[src/rtl/infra_reset_sequencer.sv]
`default_nettype none
// ============================================================================
// Module   : infra_reset_sequencer
// Purpose  : PLL-lock / IDELAYCTRL bring-up and staggered per-channel reset.
// Revision : 1.0 - initial release
// ============================================================================
module infra_reset_sequencer #(
  parameter int NUM_CH          = 4,
  parameter int SYNC_STAGES     = 3,
  parameter int HOLD_CYCLES     = 65535,
  parameter int IDLY_RST_CYCLES = 16,
  parameter int RDY_TIMEOUT     = 4096,
  parameter int STAGGER         = 8,
  parameter int SOFT_CYCLES     = 32
) (
  input  logic              sys_clk,
  input  logic              sys_rst_n,
  input  logic              pll_lock,
  input  logic              idelay_rdy,
  input  logic              soft_rst,
  input  logic [NUM_CH-1:0] ch_mask,
  output logic [NUM_CH-1:0] ch_rst,
  output logic              idelay_rst,
  output logic              all_ready,
  output logic [2:0]        state,
  output logic              timeout_err,
  output logic [7:0]        lock_loss_cnt
);

  function automatic int max2(input int a, input int b);
    return (a > b) ? a : b;
  endfunction

  localparam int REL_SPAN = (NUM_CH - 1) * STAGGER;
  localparam int CNT_MAX  = max2(max2(max2(HOLD_CYCLES, IDLY_RST_CYCLES),
                                      max2(RDY_TIMEOUT, SOFT_CYCLES)), REL_SPAN);
  localparam int CNT_W    = $clog2(CNT_MAX + 1);

  localparam logic [CNT_W-1:0] HOLD_LAST = CNT_W'(HOLD_CYCLES - 1);
  localparam logic [CNT_W-1:0] IDLY_LAST = CNT_W'(IDLY_RST_CYCLES - 1);
  localparam logic [CNT_W-1:0] RDY_LAST  = CNT_W'(RDY_TIMEOUT - 1);
  localparam logic [CNT_W-1:0] SOFT_LAST = CNT_W'(SOFT_CYCLES - 1);
  localparam logic [CNT_W-1:0] REL_LAST  = CNT_W'(REL_SPAN);

  typedef enum logic [2:0] {
    WAIT_LOCK = 3'd0,
    HOLD      = 3'd1,
    IDLY_RST  = 3'd2,
    WAIT_RDY  = 3'd3,
    RELEASE   = 3'd4,
    RUN       = 3'd5,
    SOFT      = 3'd6
  } state_t;

  state_t                 cur_state;
  logic [CNT_W-1:0]       cnt;
  logic [SYNC_STAGES-1:0] lock_sync;
  logic [SYNC_STAGES-1:0] rdy_sync;
  logic                   lock_prev;
  logic                   lock_s;
  logic                   rdy_s;

  assign lock_s = lock_sync[SYNC_STAGES-1];
  assign rdy_s  = rdy_sync[SYNC_STAGES-1];
  assign state  = cur_state;

  always_ff @(posedge sys_clk) begin
    if (!sys_rst_n) begin
      lock_sync     <= '0;
      rdy_sync      <= '0;
      lock_prev     <= 1'b0;
      lock_loss_cnt <= 8'd0;
    end else begin
      lock_sync <= {lock_sync[SYNC_STAGES-2:0], pll_lock};
      rdy_sync  <= {rdy_sync[SYNC_STAGES-2:0], idelay_rdy};
      lock_prev <= lock_s;
      if (lock_prev && !lock_s && (lock_loss_cnt != 8'hFF))
        lock_loss_cnt <= lock_loss_cnt + 8'd1;
    end
  end

  always_ff @(posedge sys_clk) begin
    if (!sys_rst_n) begin
      cur_state   <= WAIT_LOCK;
      cnt         <= '0;
      ch_rst      <= '1;
      idelay_rst  <= 1'b1;
      all_ready   <= 1'b0;
      timeout_err <= 1'b0;
    end else if ((cur_state != WAIT_LOCK) && !lock_s) begin
      // Lock loss outranks every other transition, including soft requests.
      cur_state  <= WAIT_LOCK;
      cnt        <= '0;
      ch_rst     <= '1;
      idelay_rst <= 1'b1;
      all_ready  <= 1'b0;
    end else begin
      case (cur_state)
        WAIT_LOCK: begin
          ch_rst     <= '1;
          idelay_rst <= 1'b1;
          all_ready  <= 1'b0;
          cnt        <= '0;
          if (lock_s) cur_state <= HOLD;
        end
        HOLD: begin
          if (cnt == HOLD_LAST) begin
            cnt       <= '0;
            cur_state <= IDLY_RST;
          end else cnt <= cnt + 1'b1;
        end
        IDLY_RST: begin
          if (cnt == IDLY_LAST) begin
            cnt        <= '0;
            idelay_rst <= 1'b0;
            cur_state  <= WAIT_RDY;
          end else cnt <= cnt + 1'b1;
        end
        WAIT_RDY: begin
          if (rdy_s) begin
            cnt       <= '0;
            cur_state <= RELEASE;
          end else if (cnt == RDY_LAST) begin
            cnt         <= '0;
            timeout_err <= 1'b1;
            cur_state   <= RELEASE;
          end else cnt <= cnt + 1'b1;
        end
        RELEASE: begin
          // Channels never asserted here are already 0, so clearing is harmless.
          for (int i = 0; i < NUM_CH; i++)
            if (cnt == CNT_W'(i * STAGGER)) ch_rst[i] <= 1'b0;
          if (cnt == REL_LAST) begin
            cnt       <= '0;
            all_ready <= 1'b1;
            cur_state <= RUN;
          end else cnt <= cnt + 1'b1;
        end
        RUN: begin
          if (soft_rst && (ch_mask != '0)) begin
            ch_rst    <= ch_rst | ch_mask;
            all_ready <= 1'b0;
            cnt       <= '0;
            cur_state <= SOFT;
          end
        end
        SOFT: begin
          if (cnt == SOFT_LAST) begin
            cnt       <= '0;
            cur_state <= RELEASE;
          end else cnt <= cnt + 1'b1;
        end
        default: begin
          cur_state  <= WAIT_LOCK;
          cnt        <= '0;
          ch_rst     <= '1;
          idelay_rst <= 1'b1;
          all_ready  <= 1'b0;
        end
      endcase
    end
  end

endmodule
`default_nettype wire
[config.mk]
export PLATFORM = sky130hd
export DESIGN_NAME = infra_reset_sequencer
export DESIGN_NICKNAME = d
export VERILOG_FILES = /design/src/rtl/infra_reset_sequencer.sv
export SDC_FILE = /design/constraint.sdc
export NUM_CORES = 1
export LEC_CHECK = 0
export BUFFER_PORTS_ARGS = -buffer_cell sky130_fd_sc_hd__buf_4
export CAP_MARGIN = 25
export CORE_UTILIZATION = 40
export CTS_BUF_LIST = sky130_fd_sc_hd__clkbuf_16
export DETAILED_ROUTE_END_ITERATION = 8
export PLACE_DENSITY = 0.62
export RECOVER_POWER = 100
export SLEW_MARGIN = 20
export SYNTH_ARGS = -nofsm -noshare
export SYNTH_HDL_FRONTEND = slang
export SYNTH_SLANG_ARGS = --single-unit
[constraint.sdc]
create_clock -name sys_clk -period 3.7 [get_ports sys_clk]
set_input_delay 0.37 -clock sys_clk [delete_from_list [all_inputs] [get_ports sys_clk]]
set_output_delay 0.37 -clock sys_clk [all_outputs]
set_load 0.02 [all_outputs]
After elaboration in Yosys (flattened, before gate mapping)
Cells that the tools add are included.
{"block": "word_totals", "reg_bits": 41, "in_bits": 9, "out_inout_bits": 18, "wordCells": 92}
{"block": "classes", "add_sub_neg": 2, "n_eq_ne": 24, "muxes": 28, "bitwise": 6, "reduce_logical": 19}
{"cell": "$mux 16", "count": 7}
{"cell": "$pmux 16 s6", "count": 1}
{"cell": "$eq 16x5->1 const B", "count": 3}
{"cell": "$eq 16x4->1 const B", "count": 2}
{"cell": "$mux 3", "count": 8}
{"cell": "$pmux 3 s7", "count": 1}
{"cell": "$ne 2x2->1 const B", "count": 9}
{"cell": "$add 16x1->16 const B", "count": 1}
{"cell": "$eq 16x12->1 const B", "count": 1}
{"cell": "$eq 16x16->1 const B", "count": 1}
{"cell": "$logic_not 16->1", "count": 1}
{"cell": "$pmux 4 s3", "count": 1}
{"cell": "$reduce_and 3->1", "count": 4}
{"cell": "$eq 3x3->1 const B", "count": 3}
{"cell": "$add 8x1->8 const B", "count": 1}
{"cell": "$ne 8x8->1 const B", "count": 1}
{"cell": "$mux 1", "count": 7}
{"cell": "$reduce_and 7->1", "count": 1}
{"cell": "$eq 3x2->1 const B", "count": 2}
{"cell": "$not 1->1", "count": 5}
{"cell": "$reduce_or 5->1", "count": 1}
{"cell": "$logic_and 1x1->1", "count": 4}
{"cell": "$mux 4", "count": 1}
{"cell": "$or 4x4->4", "count": 1}
{"cell": "12 further kinds", "count": 12}

Logic depth before layout (Yosys ltp)
Gate-level depths: netlist (run 1).
{"block": "logic_depth", "depth_word": 4, "depth_mapped": 8, "depth_no_buf": 7}

Least setup slack after synthesis (run 1)
OpenSTA, ideal clock, no wires.
{"block": "synth_path", "kind": "reg-to-reg", "start": "register cnt[6]", "end": "register cnt[8]", "setup_ps": 115, "arrival_time_ps": 1671, "t_required_ps": 3585, "path_slack_ps": 1914, "stages_incl_launch_ff": 9, "n_path_buf": 2, "period_less_slack_ps": 1786, "path_cell_list": "dfxtp_1 -> clkbuf_1 -> nor3_1 -> nand3_4 -> nor3_4 -> a2bb2oi_4 -> a31o_4 -> buf_12 -> nor2_1"}
{"block": "synth_via", "elab_chain_len": 4, "elab_cells_between_ends": 13, "classes_between": "add/sub (1); eq/ne (5); mux (7)"}
{"item": "start: declaration", "line_no": "56", "text": "logic [CNT_W-1:0] cnt;"}
{"item": "start signal: assignment", "line_no": "110", "text": "end else cnt <= cnt + 1'b1;"}
{"item": "start signal: assignment", "line_no": "117", "text": "end else cnt <= cnt + 1'b1;"}
{"item": "start signal: assignment", "line_no": "127", "text": "end else cnt <= cnt + 1'b1;"}
{"item": "$add 16x1->16 or $eq 16x12->1 (tied branches)"}
{"item": "$mux 16", "line_no": "123", "text": "end else if (cnt == RDY_LAST) begin"}
{"item": "$mux 16", "line_no": "120", "text": "if (rdy_s) begin"}
{"item": "$pmux 16 s6 *", "line_no": "98", "text": "case (cur_state)"}
Every way passes the cells marked *; elsewhere a longest branch is shown, timed or not.
A chain may end at the register's enable or synchronous reset.

Final worst setup path (run 1)
{"block": "layout_path", "start": "register cnt[12]", "end": "register cnt[3]"}
{"block": "layout_via", "elab_chain_len": 4, "elab_cells_between_ends": 12, "classes_between": "eq/ne (5); mux (7)"}
{"item": "$eq 16x12->1", "line_no": "123"}
{"item": "$mux 16", "line_no": "123"}
{"item": "$mux 16", "line_no": "120"}
{"item": "$pmux 16 s6 *", "line_no": "98"}
Marked as above.

==> results of run 1 <==
==> critical path: stages, from the launching register on <==
cell and delay (ns):
dfxtp_1 0.36, nor4_1 0.72, nand3_4 0.19, o21ai_0 0.28, o31a_2 0.26, a31o_1 0.62, nor2_1 0.12
==> routing by layer <==
layer | routed length [um] | share of wire (%) | up-vias
met5 | 0 | 0 | -
met3 | 136 | 3.3 | 7
met1 | 2019 | 48 | 784
met4 | 68 | 1.6 | 0
met2 | 1945 | 47 | 29
li1 | - | - | 870
==> where the power goes <==
part / internal, uW / total, uW / switching (uW)
clock network: 313 / 483 / 170
logic: 78.1 / 210 / 132
registers: 458 / 487 / 28.5
==> flip-flops by register name, indices dropped and copies added (netlist names) <==
name           cells
cnt               16
lock_loss_cnt      8
ch_rst             4
lock_sync          3
rdy_sync           3
state              3
all_ready          1
idelay_rst         1
lock_prev          1
timeout_err        1
==> final cells by class <==
class | count | area (um2) | area share [%]
clock buffers | 5 | 125.1 | 5.238
clock inverters | 3 | 37.54 | 1.572
inverters | 4 | 15.01 | 0.6286
multi-input cells | 178 | 1179 | 49.35
flip-flops and latches | 41 | 820.8 | 34.36
well taps | 70 | 87.58 | 3.667
repair buffers | 26 | 123.9 | 5.186
==> per-stage QoR <==
stage / instances / hold slack [ns] / setup WS (ns) / power (uW)
3_5_place_dp: 319 / 0.4216 / 1.569 / 722.7
5_1_grt: 327 / 0.3042 / 0.7297 / 1244
2_1_floorplan: 233 / 0.4119 / 1.914 / 675.7
3_3_place_gp: 319 / 0.4147 / 1.574 / 722.6
4_1_cts: 327 / 0.2903 / 1.550 / 1210
6_report: 327 / 0.2966 / 0.9919 / 1181
==> worst paths after layout <==
kind	start	to	slack, ns	cells past startpoint
setup reg to reg	cnt[12]	cnt[3]	0.99	6
hold reg to reg	lock_sync[0]	lock_sync[1]	0.43	1
hold / removal	pll_lock	lock_sync[0]	0.30	2
setup / recovery	cnt[12]	cnt[3]	0.99	6
==> layout by cell type (no fill, tap or decap), types with 2 or more instances in the layout <==
cell type | Yosys | final
a211oi_1 | 2 | 2
a21oi_1 | 6 | 6
a31o_1 | 1 | 2
and2_0 | 0 | 9
and2_1 | 15 | 6
and3_1 | 6 | 6
and4_1 | 2 | 2
buf_4 | 0 | 7
clkbuf_1 | 5 | 19
clkbuf_16 | 0 | 5
dfxtp_1 | 41 | 41
ha_1 | 4 | 4
inv_1 | 4 | 5
mux2i_1 | 2 | 2
nand2_1 | 20 | 20
nand2b_1 | 7 | 7
nand3_1 | 11 | 11
nand4_1 | 8 | 8
nor2_1 | 14 | 14
nor2_2 | 9 | 9
nor2b_1 | 3 | 3
nor3_1 | 7 | 7
nor3b_1 | 2 | 2
nor4_1 | 2 | 3
nor4b_1 | 1 | 2
o211ai_1 | 2 | 2
o21ai_0 | 6 | 7
o41ai_1 | 2 | 2
or3_1 | 3 | 3
xnor2_1 | 15 | 15
xor2_1 | 6 | 6
==> logic make-up after synthesis <==
group           synth area share (%)
buf+inv                        3.497
flops                          38.89
compound gates                 11.68
simple gates                   33.91
mux                           0.9485
fa+ha+maj                      2.371
xor+xnor                       8.714
==> flow_summary.ini, run 1 <==
[cts]
cts.clk_slew.worst_paths_ns = 0.06
cts_setup_buffers = 0
ctsRootBufferMaster = clkbuf_16
clk_path_buf_depth = 2
clk_latency_ns = 0.28
cts_buffers = 5
postCtsHoldBufs = 0
post_cts_resized = 0
htreeDepth = 2
cts_num_sinks = 41
cts_tree = built

[timing]
slew_viol_final = 0
layout_min_cycle_time_ns = 2.708
finalSetupViolCount = 0
hold_violations = 0
min_period_over_period_pct = 73.19
fin_tns_setup_ns = 0
rsz0062_at_grt = no
tightest_slew_ns = 0.7846
maxSlewHeadroom_pct = 47.21
clock_skew_ns = 0.006596
max_freq_ghz = 0.3693

[route]
vias_per_cell = 5.168
wl_per_cell_um = 12.75
firstDrtPassIters = 4
drc = 0
first_iter_violations = 90
ant_nets = 0
drt_wl_total_um = 4168
vias = 1690

[global_routing]
antenna_found_initial = 0
grt_max_degree = 19
grtUsageMet3_pct = 3.614
grt_pass1_vias = 1515
use_met2_pct = 28.33
busiest_layer = met2
overflow = 0
groute.usage.overall_pct = 16.55
grtUsageMet1_pct = 20.33
grt_pass1_wl_um = 7058

[logic_synthesis]
synth_warnings = 0
synth_edf_count = 0
synth_area_um2 = 2111
ys_ff_latch = 41
synth.net_count = 246
synthCells = 233
synth_top_area_share_pct = 38.89
async_reset_ff_share_pct = 0
synth_area_per_cell_um2 = 9.059
ys_seq_area_share_pct = 38.89
synth_common_cells = 41 x dfxtp_1, 20 x nand2_1, 15 x and2_1, 15 x xnor2_1, 14 x nor2_1
ys.flop_type = dfxtp_1
yosysMostFrequentCell = dfxtp_1
synthTopCellsByArea = dfxtp_1 39%, xnor2_1 6.2%, and2_1 4.4%
ys_types = 52
synth_area_leader_cell = dfxtp_1

[placed_design]
dp_hpwl_um = 2902
gp_congestion = 0.7725
port_buffers = 26
postPlaceCellArea_um2 = 2335

[pwr]
p_leak_uw = 0.0008289
powerDensity_nw_per_um2 = 494.3
ir_worst_vdd_mv = 0.2623

[layout]
antenna_cells = 0
syn2layout_area_growth_pct = 13.16
drive_gt1_share_pct = 11.28
fillers = 523
finalInstanceArea_um2 = 2389
final_net_count = 269
final_util_pct = 46.77

[floorplan]
die_area_um2 = 5571
ioPinCount = 27
die_w_um = 74.64
row_count = 26
start_util_pct = 41.33
die_h_um = 74.64
coreArea_um2 = 5107

[min_path]
hold_class = in2reg

[critical_path]
worstPathRequired_ns = 3.84
crit_type = reg2reg
setup.worst_path.end_class = flip-flop
cp.arrival_ns = 2.85
cp_max_fo = 14
startpoint_type = flip-flop

[status]
status = finished clean

[job]
drv_cap = 0
Power figures use the tool's default switching activity.
==> inputs of run 2 (changes only) <==
==> constraint.sdc (replaced) <==
create_clock -name sys_clk -period 2.6 [get_ports sys_clk]
set_input_delay 0.26 -clock sys_clk [delete_from_list [all_inputs] [get_ports sys_clk]]
set_output_delay 0.26 -clock sys_clk [all_outputs]
set_load 0.02 [all_outputs]
==> flow_summary.ini, run 2 (synthesis results as in run 1) <==
[cts]
htreeDepth = 2
cts_buffers = 5
cts.clk_slew.worst_paths_ns = 0.06
clk_latency_ns = 0.28
ctsRootBufferMaster = clkbuf_16
cts_num_sinks = 41
cts_tree = built
postCtsHoldBufs = 0
post_cts_resized = 0
cts_setup_buffers = 0
clk_path_buf_depth = 2

[critical_path]
cpPeakStageDelay_ns = 0.55
slowest_stage = nor4_1
startpoint_type = flip-flop
crit_chain = nor4_1 > nand3_4 > nor3_4 > a2bb2oi_4 > a31o_2 > nor2_1
cp.arrival_ns = 2.40
setup.worst_path.end_class = flip-flop
critPathTopFamily = simple AND/OR/NAND/NOR gates
cp_max_fo = 14
crit_buf_inv = 0
crit_type = reg2reg
worstPathRequired_ns = 2.76

[pwr]
p_total_uw = 1715
p_leak_uw = 0.0008395
powerDensity_nw_per_um2 = 710.1
ir_worst_vdd_mv = 0.3617

[job]
drv_cap = 0

[timing]
max_freq_ghz = 0.4462
min_period_over_period_pct = 86.20
layout_min_cycle_time_ns = 2.241
hold_violations = 0
tightest_slew_ns = 0.5610
maxSlewHeadroom_pct = 62.26
slew_viol_final = 0
clock_skew_ns = 0.006244
finalSetupViolCount = 0
rsz0062_at_grt = no
fin_tns_setup_ns = 0

[status]
status = finished clean

[layout]
regMostFlops = cnt
layout_commonest_cell = dfxtp_1
final_net_count = 270
top_regs = cnt (16), lock_loss_cnt (8), ch_rst (4)
syn2layout_area_growth_pct = 14.40
antenna_cells = 0
final_cell_mix = 41 x dfxtp_1, 20 x nand2_1, 19 x clkbuf_1, 16 x nor2_1, 15 x xnor2_1
largest_register_ffs = 16
drive_gt1_share_pct = 12.40

[global_routing]
groute.usage.overall_pct = 16.38
antenna_found_initial = 0
grt_pass1_vias = 1491
overflow = 0
grt_max_degree = 19
grt_pass1_wl_um = 7010

[route]
vias_per_cell = 5.055
ant_nets = 0
drt_wl_total_um = 4141
first_iter_violations = 84
vias = 1658
wl_per_cell_um = 12.63
firstDrtPassIters = 4
drc = 0

[floorplan]
die_area_um2 = 5571
start_util_pct = 41.33
ioPinCount = 27
die_w_um = 74.64
row_count = 26
die_h_um = 74.64
coreArea_um2 = 5107

[placed_design]
gp_congestion = 0.7529
port_buffers = 26
dp_hpwl_um = 2912

[min_path]
hold_class = in2reg
[run 2: area by class of cell]
type                    count  area (um2)
clock buffers               5       125.1
clock inverters             3       46.29
fillers                   534        2693
inverters                   4       15.01
multi-input cells         178        1189
flip-flops and latches     41       820.8
well taps                  70       87.58
repair buffers             27       131.4
[run 2: path summary, 6_finish.rpt]
check / startpoint / slack (ns) / depth (start not counted) / to
worst max-delay path: cnt[8] / 0.36 / 6 / cnt[8]
worst min-delay path: pll_lock / 0.18 / 2 / lock_sync[0]
worst max register to register: cnt[8] / 0.36 / 6 / cnt[8]
worst min register to register: lock_sync[1] / 0.43 / 1 / lock_sync[2]
[run 2: per-layer routing]
layer | vias to the layer above | wire length, um | track usage [%]
met5 | - | 0 | 0
met4 | 0 | 60 | 4.822
met3 | 5 | 161 | 3.614
met2 | 31 | 1920 | 26.83
met1 | 756 | 1998 | 21.65
li1 | 866 | - | -
[run 2: stage by stage]
step	instance area, um2	worst slack (ns)	hold WS, ns	std cells	utilization [%]
final	2415	0.3587	0.1790	328	47.28
after global routing	2415	0.1506	0.1867	328	47.28
after CTS	2514	0.4346	0.1765	328	49.22
after detailed placement	2342	0.4760	0.4169	320	45.86
after global placement	2342	0.4977	0.4145	320	45.86
after floorplan	2111	0.8142	0.3817	233	-
[run 2: worst reg2reg max path: cells and delay by family (launching register included)]
kind	cells	cell delay, ns
and+or+nand+nor	4	1.12
DFF	1	0.36
AOI/OAI and AO/OA	2	0.65
[run 2: power breakdown]
part | switching (uW) | internal [uW] | leakage, uW
logic | 192 | 117 | 0.000428
clock network | 259 | 454 | 0.0000800
registers | 40.2 | 652 | 0.000332
